[src/rtl/approx_mul_pkg.sv]
// Shared constants and elaboration helpers for the approximate multiplier family.
package approx_mul_pkg;

    localparam logic MODE_EXACT  = 1'b0;
    localparam logic MODE_APPROX = 1'b1;

    // Rounding bias 2^(l-1) added to a sum truncated below column l; zero when l = 0.
    function automatic logic [63:0] approx_bias(input int unsigned l);
        if (l == 0) begin
            return 64'd0;
        end
        return 64'd1 << (l - 1);
    endfunction

    // Legal parameter combinations for approx_umul_pipe.
    function automatic bit params_legal(input int unsigned w, input int unsigned l,
                                        input int unsigned er, input int unsigned st,
                                        input int unsigned tw);
        return (w >= 1) && (l <= 2 * w - 1) && (er <= w) && (st >= 1) && (tw >= 1);
    endfunction

endpackage

[src/rtl/approx_pp_sum.sv]
// Combinational truncated-column partial-product summer.
// Low rows (x bits below W-EXACT_ROWS) drop columns below L in approximate mode;
// top EXACT_ROWS rows are always kept whole.
// Optional: APPROX_COMP_EN adds a 2^(L-1) rounding bias to approximate results.
module approx_pp_sum
    import approx_mul_pkg::*;
#(
    parameter int unsigned W          = 8,
    parameter int unsigned L          = 6,
    parameter int unsigned EXACT_ROWS = 2
) (
    input  logic [W-1:0]   x,
    input  logic [W-1:0]   y,
    input  logic           mode,
    output logic [2*W-1:0] z
);

    localparam int unsigned PW       = 2 * W;
    localparam int unsigned LOW_ROWS = W - EXACT_ROWS;
    localparam logic [PW-1:0] KEEP_MASK = ~((PW'(1) << L) - PW'(1));
`ifdef APPROX_COMP_EN
    localparam logic [PW-1:0] BIAS = PW'(approx_bias(L));
`endif

    logic [PW-1:0] sum;

    // Row-by-row accumulation; low rows are masked in approximate mode.
    always_comb begin
        sum = '0;
        for (int unsigned i = 0; i < W; i++) begin
            if (x[i]) begin
                if ((mode == MODE_APPROX) && (i < LOW_ROWS)) begin
                    sum = sum + ((PW'(y) << i) & KEEP_MASK);
                end else begin
                    sum = sum + (PW'(y) << i);
                end
            end
        end
    end

`ifdef APPROX_COMP_EN
    // Biased output for approximate mode, wrapping at 2W bits.
    assign z = (mode == MODE_APPROX) ? (sum + BIAS) : sum;
`else
    // Plain truncated sum.
    assign z = sum;
`endif

endmodule

[src/rtl/approx_umul_pipe.sv]
// Pipelined W x W unsigned multiplier with per-op exact/approximate mode,
// valid/ready handshake, sideband tag and saturating accept counter.
// Optional: define APPROX_COMP_EN to bias approximate results (see approx_pp_sum).
module approx_umul_pipe
    import approx_mul_pkg::*;
#(
    parameter int unsigned W          = 8,
    parameter int unsigned L          = 6,
    parameter int unsigned EXACT_ROWS = 2,
    parameter int unsigned STAGES     = 2,
    parameter int unsigned TAG_W      = 4
) (
    input  logic             clk,
    input  logic             rst,
    input  logic             in_valid,
    output logic             in_ready,
    input  logic [W-1:0]     in_x,
    input  logic [W-1:0]     in_y,
    input  logic             in_mode,
    input  logic [TAG_W-1:0] in_tag,
    output logic             out_valid,
    input  logic             out_ready,
    output logic [2*W-1:0]   out_z,
    output logic [TAG_W-1:0] out_tag,
    output logic             out_mode,
    output logic [31:0]      op_count
);

    localparam int unsigned PW = 2 * W;

    if (!params_legal(W, L, EXACT_ROWS, STAGES, TAG_W)) begin : g_param_check
        $error("approx_umul_pipe: illegal parameter combination");
    end

    logic             advance;
    logic             accept;
    logic             s1_valid;
    logic [W-1:0]     s1_x;
    logic [W-1:0]     s1_y;
    logic             s1_mode;
    logic [TAG_W-1:0] s1_tag;
    logic [PW-1:0]    s1_z;
    logic [31:0]      op_cnt_q;

    // Whole pipe moves together; it stalls only when the output is held.
    assign advance  = !out_valid || out_ready;
    assign accept   = in_valid && advance;
    assign in_ready = advance;
    assign op_count = op_cnt_q;

    // Stage 1: operand capture; a bubble enters when nothing is accepted.
    always_ff @(posedge clk) begin
        if (rst) begin
            s1_valid <= 1'b0;
            s1_x     <= '0;
            s1_y     <= '0;
            s1_mode  <= 1'b0;
            s1_tag   <= '0;
        end else if (advance) begin
            s1_valid <= accept;
            if (accept) begin
                s1_x    <= in_x;
                s1_y    <= in_y;
                s1_mode <= in_mode;
                s1_tag  <= in_tag;
            end
        end
    end

    approx_pp_sum #(
        .W          (W),
        .L          (L),
        .EXACT_ROWS (EXACT_ROWS)
    ) u_pp_sum (
        .x    (s1_x),
        .y    (s1_y),
        .mode (s1_mode),
        .z    (s1_z)
    );

    if (STAGES == 1) begin : g_single
        assign out_valid = s1_valid;
        assign out_z     = s1_z;
        assign out_tag   = s1_tag;
        assign out_mode  = s1_mode;
    end else begin : g_multi
        logic             p_valid [STAGES-1];
        logic [PW-1:0]    p_z     [STAGES-1];
        logic [TAG_W-1:0] p_tag   [STAGES-1];
        logic             p_mode  [STAGES-1];

        // Result slots 2..STAGES carrying the product toward the output.
        always_ff @(posedge clk) begin
            if (rst) begin
                for (int unsigned k = 0; k < STAGES - 1; k++) begin
                    p_valid[k] <= 1'b0;
                    p_z[k]     <= '0;
                    p_tag[k]   <= '0;
                    p_mode[k]  <= 1'b0;
                end
            end else if (advance) begin
                p_valid[0] <= s1_valid;
                p_z[0]     <= s1_z;
                p_tag[0]   <= s1_tag;
                p_mode[0]  <= s1_mode;
                for (int unsigned k = 1; k < STAGES - 1; k++) begin
                    p_valid[k] <= p_valid[k-1];
                    p_z[k]     <= p_z[k-1];
                    p_tag[k]   <= p_tag[k-1];
                    p_mode[k]  <= p_mode[k-1];
                end
            end
        end

        assign out_valid = p_valid[STAGES-2];
        assign out_z     = p_z[STAGES-2];
        assign out_tag   = p_tag[STAGES-2];
        assign out_mode  = p_mode[STAGES-2];
    end

    // Saturating count of accepted operations.
    always_ff @(posedge clk) begin
        if (rst) begin
            op_cnt_q <= '0;
        end else if (accept && (op_cnt_q != '1)) begin
            op_cnt_q <= op_cnt_q + 32'd1;
        end
    end

endmodule

[config.mk]
export PLATFORM = sky130hd
export DESIGN_NAME = approx_umul_pipe
export DESIGN_NICKNAME = d
export VERILOG_FILES = /design/src/rtl/approx_mul_pkg.sv /design/src/rtl/approx_pp_sum.sv /design/src/rtl/approx_umul_pipe.sv
export SDC_FILE = /design/constraint.sdc
export NUM_CORES = 1
export LEC_CHECK = 0
export ABC_AREA = 1
export CAP_MARGIN = 20
export CORE_ASPECT_RATIO = 0.7
export CORE_UTILIZATION = 30
export CTS_BUF_LIST = sky130_fd_sc_hd__clkbuf_8
export CTS_CLUSTER_DIAMETER = 80
export CTS_CLUSTER_SIZE = 28
export DETAILED_ROUTE_END_ITERATION = 10
export DONT_BUFFER_PORTS = 1
export GPL_TIMING_DRIVEN = 0
export PLACE_DENSITY = 0.46
export SLEW_MARGIN = 40
export SYNTH_ARGS = -nofsm -noshare
export SYNTH_HDL_FRONTEND = slang
export SYNTH_SLANG_ARGS = --single-unit
[constraint.sdc]
create_clock -name clk -period 10.3 [get_ports clk]
set_input_delay 0 -clock clk [delete_from_list [all_inputs] [get_ports clk]]
set_output_delay 0 -clock clk [all_outputs]
set_load 0.01 [all_outputs]
==> results of run 1 <==
==> layout make-up <==
class                      instances  share of cell area
timing repair buffer              27              0.0335
tap                              282              0.0463
clock buffer                       9              0.0163
buffer                            23              0.0168
clock inverter                     7              0.0120
multi-input combinational        751               0.580
inverter                         132              0.0659
sequential                        76               0.229
==> state kept, by name (all words and copies together) (netlist names) <==
| signal | flops |
|---|---|
| g_multi.p_mode | 1 |
| g_multi.p_valid | 1 |
| s1_y | 8 |
| s1_tag | 4 |
| s1_x | 8 |
| op_count | 32 |
| s1_valid | 1 |
| s1_mode | 1 |
| g_multi.p_z | 16 |
| g_multi.p_tag | 4 |
==> cells by family (layout without fill, tap and decap cells) <==
kind of cell / count (synthesis) / count (layout) / synth area share
simple gates: 463 / 463 / 0.309
compound gates: 178 / 178 / 0.145
buf+inv: 155 / 198 / 0.0915
flops: 76 / 76 / 0.258
fa+ha+maj: 74 / 74 / 0.150
xor+xnor: 35 / 35 / 0.0454
mux: 1 / 1 / 0.00148
==> cell usage in the layout (no fill, tap or decap), types with 3 or more instances in the layout <==
cell and n:
sky130_fd_sc_hd__nand3_1 60, sky130_fd_sc_hd__clkbuf_1 11, sky130_fd_sc_hd__o21ai_0 63, sky130_fd_sc_hd__a31oi_1 9, sky130_fd_sc_hd__xor2_1 26, sky130_fd_sc_hd__nand4_1 13
sky130_fd_sc_hd__o21bai_1 4, sky130_fd_sc_hd__o21ai_2 3, sky130_fd_sc_hd__nand2_1 241, sky130_fd_sc_hd__buf_4 11, sky130_fd_sc_hd__nor3_1 19, sky130_fd_sc_hd__edfxtp_1 22
sky130_fd_sc_hd__dfxtp_2 3, sky130_fd_sc_hd__ha_1 61, sky130_fd_sc_hd__nor4_1 9, sky130_fd_sc_hd__o21ai_1 9, sky130_fd_sc_hd__nor2_2 4, sky130_fd_sc_hd__inv_1 129
sky130_fd_sc_hd__nand3_2 4, sky130_fd_sc_hd__and2_1 8, sky130_fd_sc_hd__or2_2 6, sky130_fd_sc_hd__dfxtp_1 51, sky130_fd_sc_hd__a21oi_1 76, sky130_fd_sc_hd__a21oi_2 3
sky130_fd_sc_hd__xnor2_1 9, sky130_fd_sc_hd__nor3_2 7, sky130_fd_sc_hd__dlygate4sd3_1 21, sky130_fd_sc_hd__clkbuf_8 9, sky130_fd_sc_hd__nand3b_1 6, sky130_fd_sc_hd__nor2_1 72
sky130_fd_sc_hd__fa_1 12, sky130_fd_sc_hd__nand2_2 5
==> stage by stage <==
stage	hold WS, ns	instances	power [uW]	setup WS [ns]
2_1_floorplan	0.146	982	559	1.95
3_3_place_gp	0.175	1264	632	0.376
3_5_place_dp	0.186	1264	632	0.412
4_1_cts	0.0972	1301	913	0.347
5_1_grt	0.141	1307	977	0.0290
6_report	0.108	1307	912	0.833
==> worst paths after layout <==
| check | from | end | slack [ns] | depth (start not counted) |
|---|---|---|---|---|
| worst min-delay path | rst | s1_valid$_SDFFE_PP0N_ | 0.11 | 2 |
| worst max register to register | s1_mode$_SDFFE_PP0P_ | g_multi.p_z[0][14]$_SDFFCE_PN0P_ | 0.83 | 55 |
| worst min register to register | s1_tag[2]$_SDFFE_PP0P_ | s1_tag[2]$_SDFFE_PP0P_ | 0.46 | 2 |
| worst max-delay path | s1_mode$_SDFFE_PP0P_ | g_multi.p_z[0][14]$_SDFFCE_PN0P_ | 0.83 | 55 |
==> report_power, final <==
part / leakage (uW) / switching, uW / internal (uW)
Clock: 0.000115 / 136 / 136
Combinational: 0.00268 / 179 / 107
Sequential: 0.000703 / 28.0 / 327
Total: 0.00350 / 342 / 569
==> synth_stat cells, types with 13 or more instances <==
master and instances:
sky130_fd_sc_hd__a21oi_1 77, sky130_fd_sc_hd__dfxtp_1 54, sky130_fd_sc_hd__o21ai_0 63, sky130_fd_sc_hd__xor2_1 26
sky130_fd_sc_hd__nor3_1 21, sky130_fd_sc_hd__nand3_1 61, sky130_fd_sc_hd__nor2_1 73, sky130_fd_sc_hd__nand2_1 241
sky130_fd_sc_hd__inv_1 129, sky130_fd_sc_hd__nand4_1 13, sky130_fd_sc_hd__ha_1 62, sky130_fd_sc_hd__edfxtp_1 22
==> metal layers <==
layer	global-route usage	up-vias	share of wire
li1	-	3323	-
met1	0.311	2982	0.56
met2	0.255	191	0.37
met3	0.0573	16	0.066
met4	0.0404	0	0.0095
met5	0	-	0
==> timing repair <==
action,CTS,global route
endpoints found under the hold margin,21,0
hold buffers,21,0
resized for setup,0,15
setup buffers,0,6
endpoints found under the setup margin,0,4
==> results.toml, run 1 <==
[timing]
grt_setup_unrepaired = "false"
tightestPinTransition_ns = 0.736
report.final.setup_viol = 0
tns_ns = 0
hold_violations = 0
fmax_ghz = 0.106
fin_worst_skew_ns = 0.0286
drv_slew = 0
timing.final.crit_share = 0.919
fin_crit_ns = 9.47
timing.slew.headroom = 0.509

[floorplanning]
placeableCoreArea_sq_um = 21900
std_cell_rows = 45
die_height_um = 128
die_width_um = 181
initial_core_util = 0.308
top_level_ports = 80
die_area_sq_um = 23100

[logic_synthesis]
yosys_most_used_dff = "sky130_fd_sc_hd__dfxtp_1"
synth_warnings = 0
yosys_register_bits = 76
mappedNetlistNets = 1081
synth_largest_area_cell = "sky130_fd_sc_hd__dfxtp_1"
synth_cells = 982
synth_seq_area_share = 0.258
synthTopCellsByArea = "sky130_fd_sc_hd__dfxtp_1, sky130_fd_sc_hd__nand2_1, sky130_fd_sc_hd__ha_1, sky130_fd_sc_hd__edfxtp_1, sky130_fd_sc_hd__inv_1"
synth-edff-count = 22
yosys.cell_types.count = 51
avgSynthCellArea_sq_um = 6.88
post-synth-top-area-fraction = 0.160
post_synthesis_instance_area_sq_um = 6750
synth-async-reset-ratio = 0

[clocking]
maximum_count_of_clock_buffers_along_a_single_path = 2
clk_pin_slew_worst_paths_ns = 0.11
tritoncts = "built"
clk_latency_ns = 0.40
h-tree-depth = 3
cts.sinks = 76
tritoncts.num_buffers = 9
root_buffer = "sky130_fd_sc_hd__clkbuf_8"

[critical_path]
slowest_stage = "sky130_fd_sc_hd__fa_1"
critPathKind = "reg2reg"
crit_path_start_kind = "flip-flop"
crit_buf_inv = 9
cp_slowest_stage_delay_ns = 0.44
cp_data_required_time_ns = 10.43
category_of_the_worst_setup_path_capture_point = "flip-flop"
critPathArrivalTime_ns = 9.60
critPathMostFrequentCell = "sky130_fd_sc_hd__nand2_1"
worst_path_dominant_cell_family = "adder cells"
critical_path.max_fanout = 10

[power_and_ir_drop]
power.density_cell_area_nw_per_um2 = 120
leakage_uw = 0.00350
irDropWorstVdd_uv = 53.7

[route]
route.detailed.wl_per_inst_um = 16.9
drc_errors = 0
detail_route.vias_per_cell = 4.98
detail_route.wirelength_mm = 22.1
drt.antenna.violating_nets = 0
dr.pass1.iters = 5
count_of_vias_placed_by_the_detailed_router = 6512
drt_first_iter_violations = 648

[place]
hpwl_dp_mm = 17.3
routabilityCongestion = 0.895
placed_area_sq_um = 7110
place.port_buffers = 0

[layout]
multi_input_comb_area_sq_um = 4420
nets = 1119
seq_area_sq_um = 1750
final_area_sq_um = 7620
final_layout_size_suffix_gt1_frac = 0.0810
utilization = 0.348
final.fill_count = 2337
n_antenna_cell = 0
area_growth_syn_to_layout_pct = 12.8

[global_routing]
global_route.overflow_total = 0
grt_pass1_vias = 5899
grt_start_max_net_pins = 24
grt_first_pass_wirelength_mm = 34.6
track_usage = 0.198
antenna_violations_before_repair = 0

[worst_hold_path]
timing.hold.worst.class = "in2reg"

[run]
maxCapViolCount = 0

[outcome]
outcome = "complete, no violations"
Note: power is estimated with default switching activity, not from simulation.
==> run 2: changes to the inputs <==
--- a/config.mk
+++ b/config.mk
@@ -19,4 +19,5 @@
 export SLEW_MARGIN = 40
 export SYNTH_ARGS = -nofsm -noshare
 export SYNTH_HDL_FRONTEND = slang
+export SYNTH_HIERARCHICAL = 1
 export SYNTH_SLANG_ARGS = --single-unit
==> run 2 against run 1 <==
Net effect: critical path type unchanged; largest power group unchanged; wire length is 0.71% higher; largest cell class unchanged; die area grew 4.3%; clock-buffer cell count is 2 higher; clock skew shrank 0.011 ns; clock power is 12% lower; maximum frequency up 1.3%; worst setup slack better by 0.12 ns; total power fell by 2.1%.
==> results.toml, run 2 <==
[critical_path]
category_of_the_worst_setup_path_capture_point = "flip-flop"
crit_buf_inv = 7
critPathArrivalTime_ns = 9.49
worst_path_dominant_cell_family = "adder cells"
slowest_stage = "sky130_fd_sc_hd__dfxtp_2"
critPathKind = "reg2reg"
r2r-start = "s1_y[1]$_SDFFE_PP0P_"
crit_path_start_kind = "flip-flop"
ff2ff_setup_slack_ns = 0.95
cp_data_required_time_ns = 10.45
reg2reg_to = "g_multi.p_z[0][15]$_SDFFCE_PN0P_"
cp_slowest_stage_delay_ns = 0.52
reg2reg_path_depth = 49
critical_path.max_fanout = 10

[clocking]
post-cts-setup-buffer-count = 0
clk_pin_slew_worst_paths_ns = 0.09
root_buffer = "sky130_fd_sc_hd__clkbuf_8"
tritoncts.num_buffers = 9
maximum_count_of_clock_buffers_along_a_single_path = 2
h-tree-depth = 3
cts.sinks = 76
tritoncts = "built"
clk_latency_ns = 0.40

[global_routing]
global_route.overflow_total = 0
grt_pass1_vias = 5980
grt_first_pass_wirelength_mm = 34.3
track_usage = 0.191
antenna_violations_before_repair = 0
grt_start_max_net_pins = 24

[layout]
layout_commonest_cell = "sky130_fd_sc_hd__nand2_1"
nets = 1180
n_antenna_cell = 0
flip_flop_count_of_the_largest_register_after_layout = 32
area_growth_syn_to_layout_pct = 11.5
final_layout_size_suffix_gt1_frac = 0.0912
mostFrequentLayoutCells = "sky130_fd_sc_hd__nand2_1, sky130_fd_sc_hd__nor2_1, sky130_fd_sc_hd__inv_1"
final_cell_count_no_fill = 1397

[worst_hold_path]
hold_path_startpoint = "rst"
worst_hold_path.endpoint = "op_count[14]$_SDFFE_PP0P_"
timing.hold.worst_path_depth = 2
timing.hold.worst.class = "in2reg"

[logic_synthesis]
synth-edff-count = 22
synthTopCellsByArea = "sky130_fd_sc_hd__dfxtp_1, sky130_fd_sc_hd__nand2_1, sky130_fd_sc_hd__ha_1, sky130_fd_sc_hd__edfxtp_1, sky130_fd_sc_hd__nor2_1"
synth_seq_area_share = 0.247
synth.top_cells.by_count = "sky130_fd_sc_hd__nand2_1, sky130_fd_sc_hd__nor2_1, sky130_fd_sc_hd__inv_1"
mappedNetlistNets = 1147
post-synth-top-area-fraction = 0.153
synth-async-reset-ratio = 0
synth_warnings = 6
avgSynthCellArea_sq_um = 6.73
yosys_most_used_dff = "sky130_fd_sc_hd__dfxtp_1"
synth_cells = 1047
synth.most_common_cell = "sky130_fd_sc_hd__nand2_1"
synth_largest_area_cell = "sky130_fd_sc_hd__dfxtp_1"
yosys_register_bits = 76
yosys.cell_types.count = 48
post_synthesis_instance_area_sq_um = 7050

[timing]
hold_violations = 0
grt_setup_unrepaired = "false"
timing.final.crit_share = 0.907
tightestPinTransition_ns = 0.752
fmax_ghz = 0.107
fin_worst_skew_ns = 0.0178
tns_ns = 0
fin_crit_ns = 9.35
worst_hold_margin_ns = 0.0540
postLayoutSetupSlackWorst_ns = 0.954
timing.slew.headroom = 0.498
report.final.setup_viol = 0
drv_slew = 0

[floorplanning]
placeableCoreArea_sq_um = 22800
std_cell_rows = 46
top_level_ports = 80
die_height_um = 130
die_area_sq_um = 24100
die_width_um = 185
initial_core_util = 0.309

[place]
routabilityCongestion = 0.892
place_ws_ns = 0.801
place.port_buffers = 0
place_inst = 1359
hpwl_dp_mm = 17.6

[power_and_ir_drop]
irDropWorstVdd_uv = 68.0
leakage_uw = 0.00365
power.total_uw = 893
power.density_cell_area_nw_per_um2 = 114

[run]
maxCapViolCount = 0

[route]
drt.antenna.violating_nets = 0
detail_route.vias_per_cell = 4.73
dr.pass1.iters = 6
drt_first_iter_violations = 427
count_of_vias_placed_by_the_detailed_router = 6608
drc_errors = 0
route.detailed.wl_per_inst_um = 15.9
detail_route.wirelength_mm = 22.3

[outcome]
outcome = "complete, no violations"
## run 2: how the worst max path moves through the flow
stage	start	end	slack [ns]	cells after the start
2_1_floorplan	s1_y[1]$_SDFFE_PP0P_	g_multi.p_z[0][15]$_SDFFCE_PN0P_	2.21	48
3_3_place_gp	s1_y[1]$_SDFFE_PP0P_	g_multi.p_z[0][15]$_SDFFCE_PN0P_	0.79	49
3_5_place_dp	s1_y[1]$_SDFFE_PP0P_	g_multi.p_z[0][15]$_SDFFCE_PN0P_	0.80	49
4_1_cts	s1_y[1]$_SDFFE_PP0P_	g_multi.p_z[0][15]$_SDFFCE_PN0P_	0.73	49
5_1_grt	s1_y[1]$_SDFFE_PP0P_	g_multi.p_z[0][15]$_SDFFCE_PN0P_	0.15	52
6_report	s1_y[1]$_SDFFE_PP0P_	g_multi.p_z[0][15]$_SDFFCE_PN0P_	0.95	49
## run 2: power by group
group	internal (uW)	switching [uW]	leakage (uW)
sequential	326	28.2	0.000703
combinational	113	186	0.00285
clock	103	137	0.0000973
total	542	351	0.00365
## run 2: layout make-up
cell class | count | area (sq um)
Fill cell | 2526 | 15000
Multi-Input combinational cell | 808 | 4640
Sequential cell | 76 | 1740
Inverter | 138 | 518
Tap cell | 312 | 390
Timing Repair Buffer | 22 | 220
Clock buffer | 11 | 151
Buffer | 25 | 151
Clock inverter | 5 | 40.0
## run 2: timing repair
| action | CTS | global route |
|---|---|---|
| hold endpoints to repair | 24 | 0 |
| endpoints found under the setup margin | 0 | 3 |
| hold buffers | 22 | 0 |
| gates resized for setup | 0 | 1 |
## run 2: kinds of logic after synthesis
family / count (synthesis) / synth area share
and+or+nand+nor: 560 / 0.354
buffers and inverters: 163 / 0.0950
AOI/OAI and AO/OA: 137 / 0.112
DFF: 76 / 0.247
adders and majority gates: 75 / 0.146
xor gates and xnor gates: 34 / 0.0422
muxes: 2 / 0.00319
## run 2: metrics by stage
stage,util,area [sq um]
after global placement,0.326,7440
after global routing,0.344,7860
after detailed placement,0.326,7440
after CTS,0.344,7860
after floorplan,-,7050
final,0.344,7860
## run 2: metal layers
layer	wire length [um]	GRT usage
met5	0	0
met3	1460	0.0366
met1	12300	0.307
met4	195	0.0408
met2	8330	0.251
==> run 3: changes to the inputs <==
--- a/config.mk
+++ b/config.mk
@@ -15,7 +15,10 @@
 export DETAILED_ROUTE_END_ITERATION = 10
 export DONT_BUFFER_PORTS = 1
 export GPL_TIMING_DRIVEN = 0
+export HOLD_SLACK_MARGIN = 0.08
 export PLACE_DENSITY = 0.46
+export RECOVER_POWER = 25
+export SETUP_SLACK_MARGIN = 0.1
 export SLEW_MARGIN = 40
 export SYNTH_ARGS = -nofsm -noshare
 export SYNTH_HDL_FRONTEND = slang
==> run 3 against run 2 <==
Net effect: critical path depth stayed put; sequential share of layout area is the same; maximum frequency shrank 0.15%; largest power group unchanged; hold slack better by 0.10 ns; non-clock buffer count stayed put; wire length rose by 0.44%; cell count stayed put; highest routed layer unchanged; worst setup slack got worse by 0.014 ns; core utilization stayed put; clock-buffer cell count did not move; flip-flop and latch count unchanged; critical path type unchanged; first-iteration DRC count shrank 4.0%.
==> results.toml, run 3 (synthesized netlist as in run 2, its figures left out) <==
[outcome]
outcome = "complete, no violations"

[floorplanning]
placeableCoreArea_sq_um = 22800
die_height_um = 130
initial_core_util = 0.309
std_cell_rows = 46
top_level_ports = 80
die_width_um = 185
die_area_sq_um = 24100

[timing]
hold_violations = 0
drv_slew = 0
tns_ns = 0
tightestPinTransition_ns = 0.768
report.final.setup_viol = 0
timing.slew.headroom = 0.488
fmax_ghz = 0.107
grt_setup_unrepaired = "false"
fin_crit_ns = 9.36
fin_worst_skew_ns = 0.0163
timing.final.crit_share = 0.909

[run]
maxCapViolCount = 0

[layout]
area_growth_syn_to_layout_pct = 11.5
n_antenna_cell = 0
final.fill_count = 2526
utilization = 0.344
flip_flop_count_of_the_largest_register_after_layout = 32
mostFrequentLayoutCells = "sky130_fd_sc_hd__nand2_1, sky130_fd_sc_hd__nor2_1, sky130_fd_sc_hd__inv_1"
final_layout_size_suffix_gt1_frac = 0.0912
layout_commonest_cell = "sky130_fd_sc_hd__nand2_1"
nets = 1180

[clocking]
post-cts-setup-buffer-count = 0
tritoncts.num_buffers = 9
h-tree-depth = 3
clk_latency_ns = 0.40
root_buffer = "sky130_fd_sc_hd__clkbuf_8"
cts.sinks = 76
maximum_count_of_clock_buffers_along_a_single_path = 2
clk_pin_slew_worst_paths_ns = 0.09
tritoncts = "built"

[global_routing]
track_usage = 0.191
grt_pass1_vias = 5980
global_route.overflow_total = 0
grt_first_pass_wirelength_mm = 34.3
grt_start_max_net_pins = 24
antenna_violations_before_repair = 0

[critical_path]
critical_path.max_fanout = 10
critPathArrivalTime_ns = 9.51
cp_slowest_stage_delay_ns = 0.52
crit_path_start_kind = "flip-flop"
category_of_the_worst_setup_path_capture_point = "flip-flop"
cp_data_required_time_ns = 10.44
critPathKind = "reg2reg"
slowest_stage = "sky130_fd_sc_hd__dfxtp_2"

[power_and_ir_drop]
irDropWorstVdd_uv = 67.9
leakage_uw = 0.00365
power.density_cell_area_nw_per_um2 = 114

[place]
place.port_buffers = 0
routabilityCongestion = 0.892
hpwl_dp_mm = 17.6

[route]
drt_first_iter_violations = 410
drc_errors = 0
route.detailed.wl_per_inst_um = 16.0
drt.antenna.violating_nets = 0
dr.pass1.iters = 5
count_of_vias_placed_by_the_detailed_router = 6624
detail_route.vias_per_cell = 4.74
detail_route.wirelength_mm = 22.4

[worst_hold_path]
timing.hold.worst.class = "in2reg"
[run 3: metal layers]
layer / vias up / track usage / routed length (um) / share of wire
met5: - / 0 / 0 / 0
met3: 11 / 0.0366 / 1470 / 0.066
met1: 2990 / 0.307 / 12300 / 0.55
met4: 0 / 0.0408 / 170 / 0.0076
li1: 3449 / - / - / -
met2: 174 / 0.252 / 8430 / 0.38
[run 3: area by class of cell]
cell class,count,area [sq um],area share
Multi-Input combinational cell,808,4640,0.591
Sequential cell,76,1740,0.222
Inverter,138,518,0.0659
Tap cell,312,390,0.0497
Timing Repair Buffer,22,220,0.0280
Clock buffer,11,151,0.0193
Buffer,25,151,0.0193
Clock inverter,5,40.0,0.00509
[run 3: final timing paths]
path	slack, ns	startpoint	cells past startpoint	to
worst min register to register	0.46	s1_tag[2]$_SDFFE_PP0P_	2	s1_tag[2]$_SDFFE_PP0P_
worst max register to register	0.94	s1_y[1]$_SDFFE_PP0P_	49	g_multi.p_z[0][15]$_SDFFCE_PN0P_
worst max-delay path	0.94	s1_y[1]$_SDFFE_PP0P_	49	g_multi.p_z[0][15]$_SDFFCE_PN0P_
worst min-delay path	0.16	in_valid	4	op_count[3]$_SDFFE_PP0P_
[run 3: what timing repair did]
action                                 CTS  global route
endpoints found under the hold margin   34             0
gates resized for setup                  0             1
setup endpoints to repair                0             3
hold buffers                            22             0
[run 3: where the power goes]
group | internal (uW) | switching, uW
registers | 326 | 28.2
clock network | 103 | 136
logic | 113 | 186
[run 3: metrics by stage]
| stage | hold WS [ns] | area, sq um | setup WS [ns] | total power (uW) | std cells |
|---|---|---|---|---|---|
| finish | 0.158 | 7860 | 0.940 | 893 | 1397 |
| global route | 0.162 | 7860 | 0.153 | 960 | 1397 |
| CTS | 0.115 | 7860 | 0.729 | 904 | 1397 |
| detailed placement | 0.0836 | 7440 | 0.801 | 651 | 1359 |
| global placement | 0.0821 | 7440 | 0.790 | 650 | 1359 |
| floorplan | 0.0793 | 7050 | 2.21 | 579 | 1047 |
[run 3: critical path, delay by kind of cell, from the launching register on]
family / cells / cell delay (ns)
adder cells (fa/ha/maj): 9 / 2.99
flip-flops: 1 / 0.52
AO/OA/AOI/OAI: 12 / 1.99
AND/OR/NAND/NOR: 19 / 2.60
XOR/XNOR: 2 / 0.28
buffers and inverters: 7 / 0.69
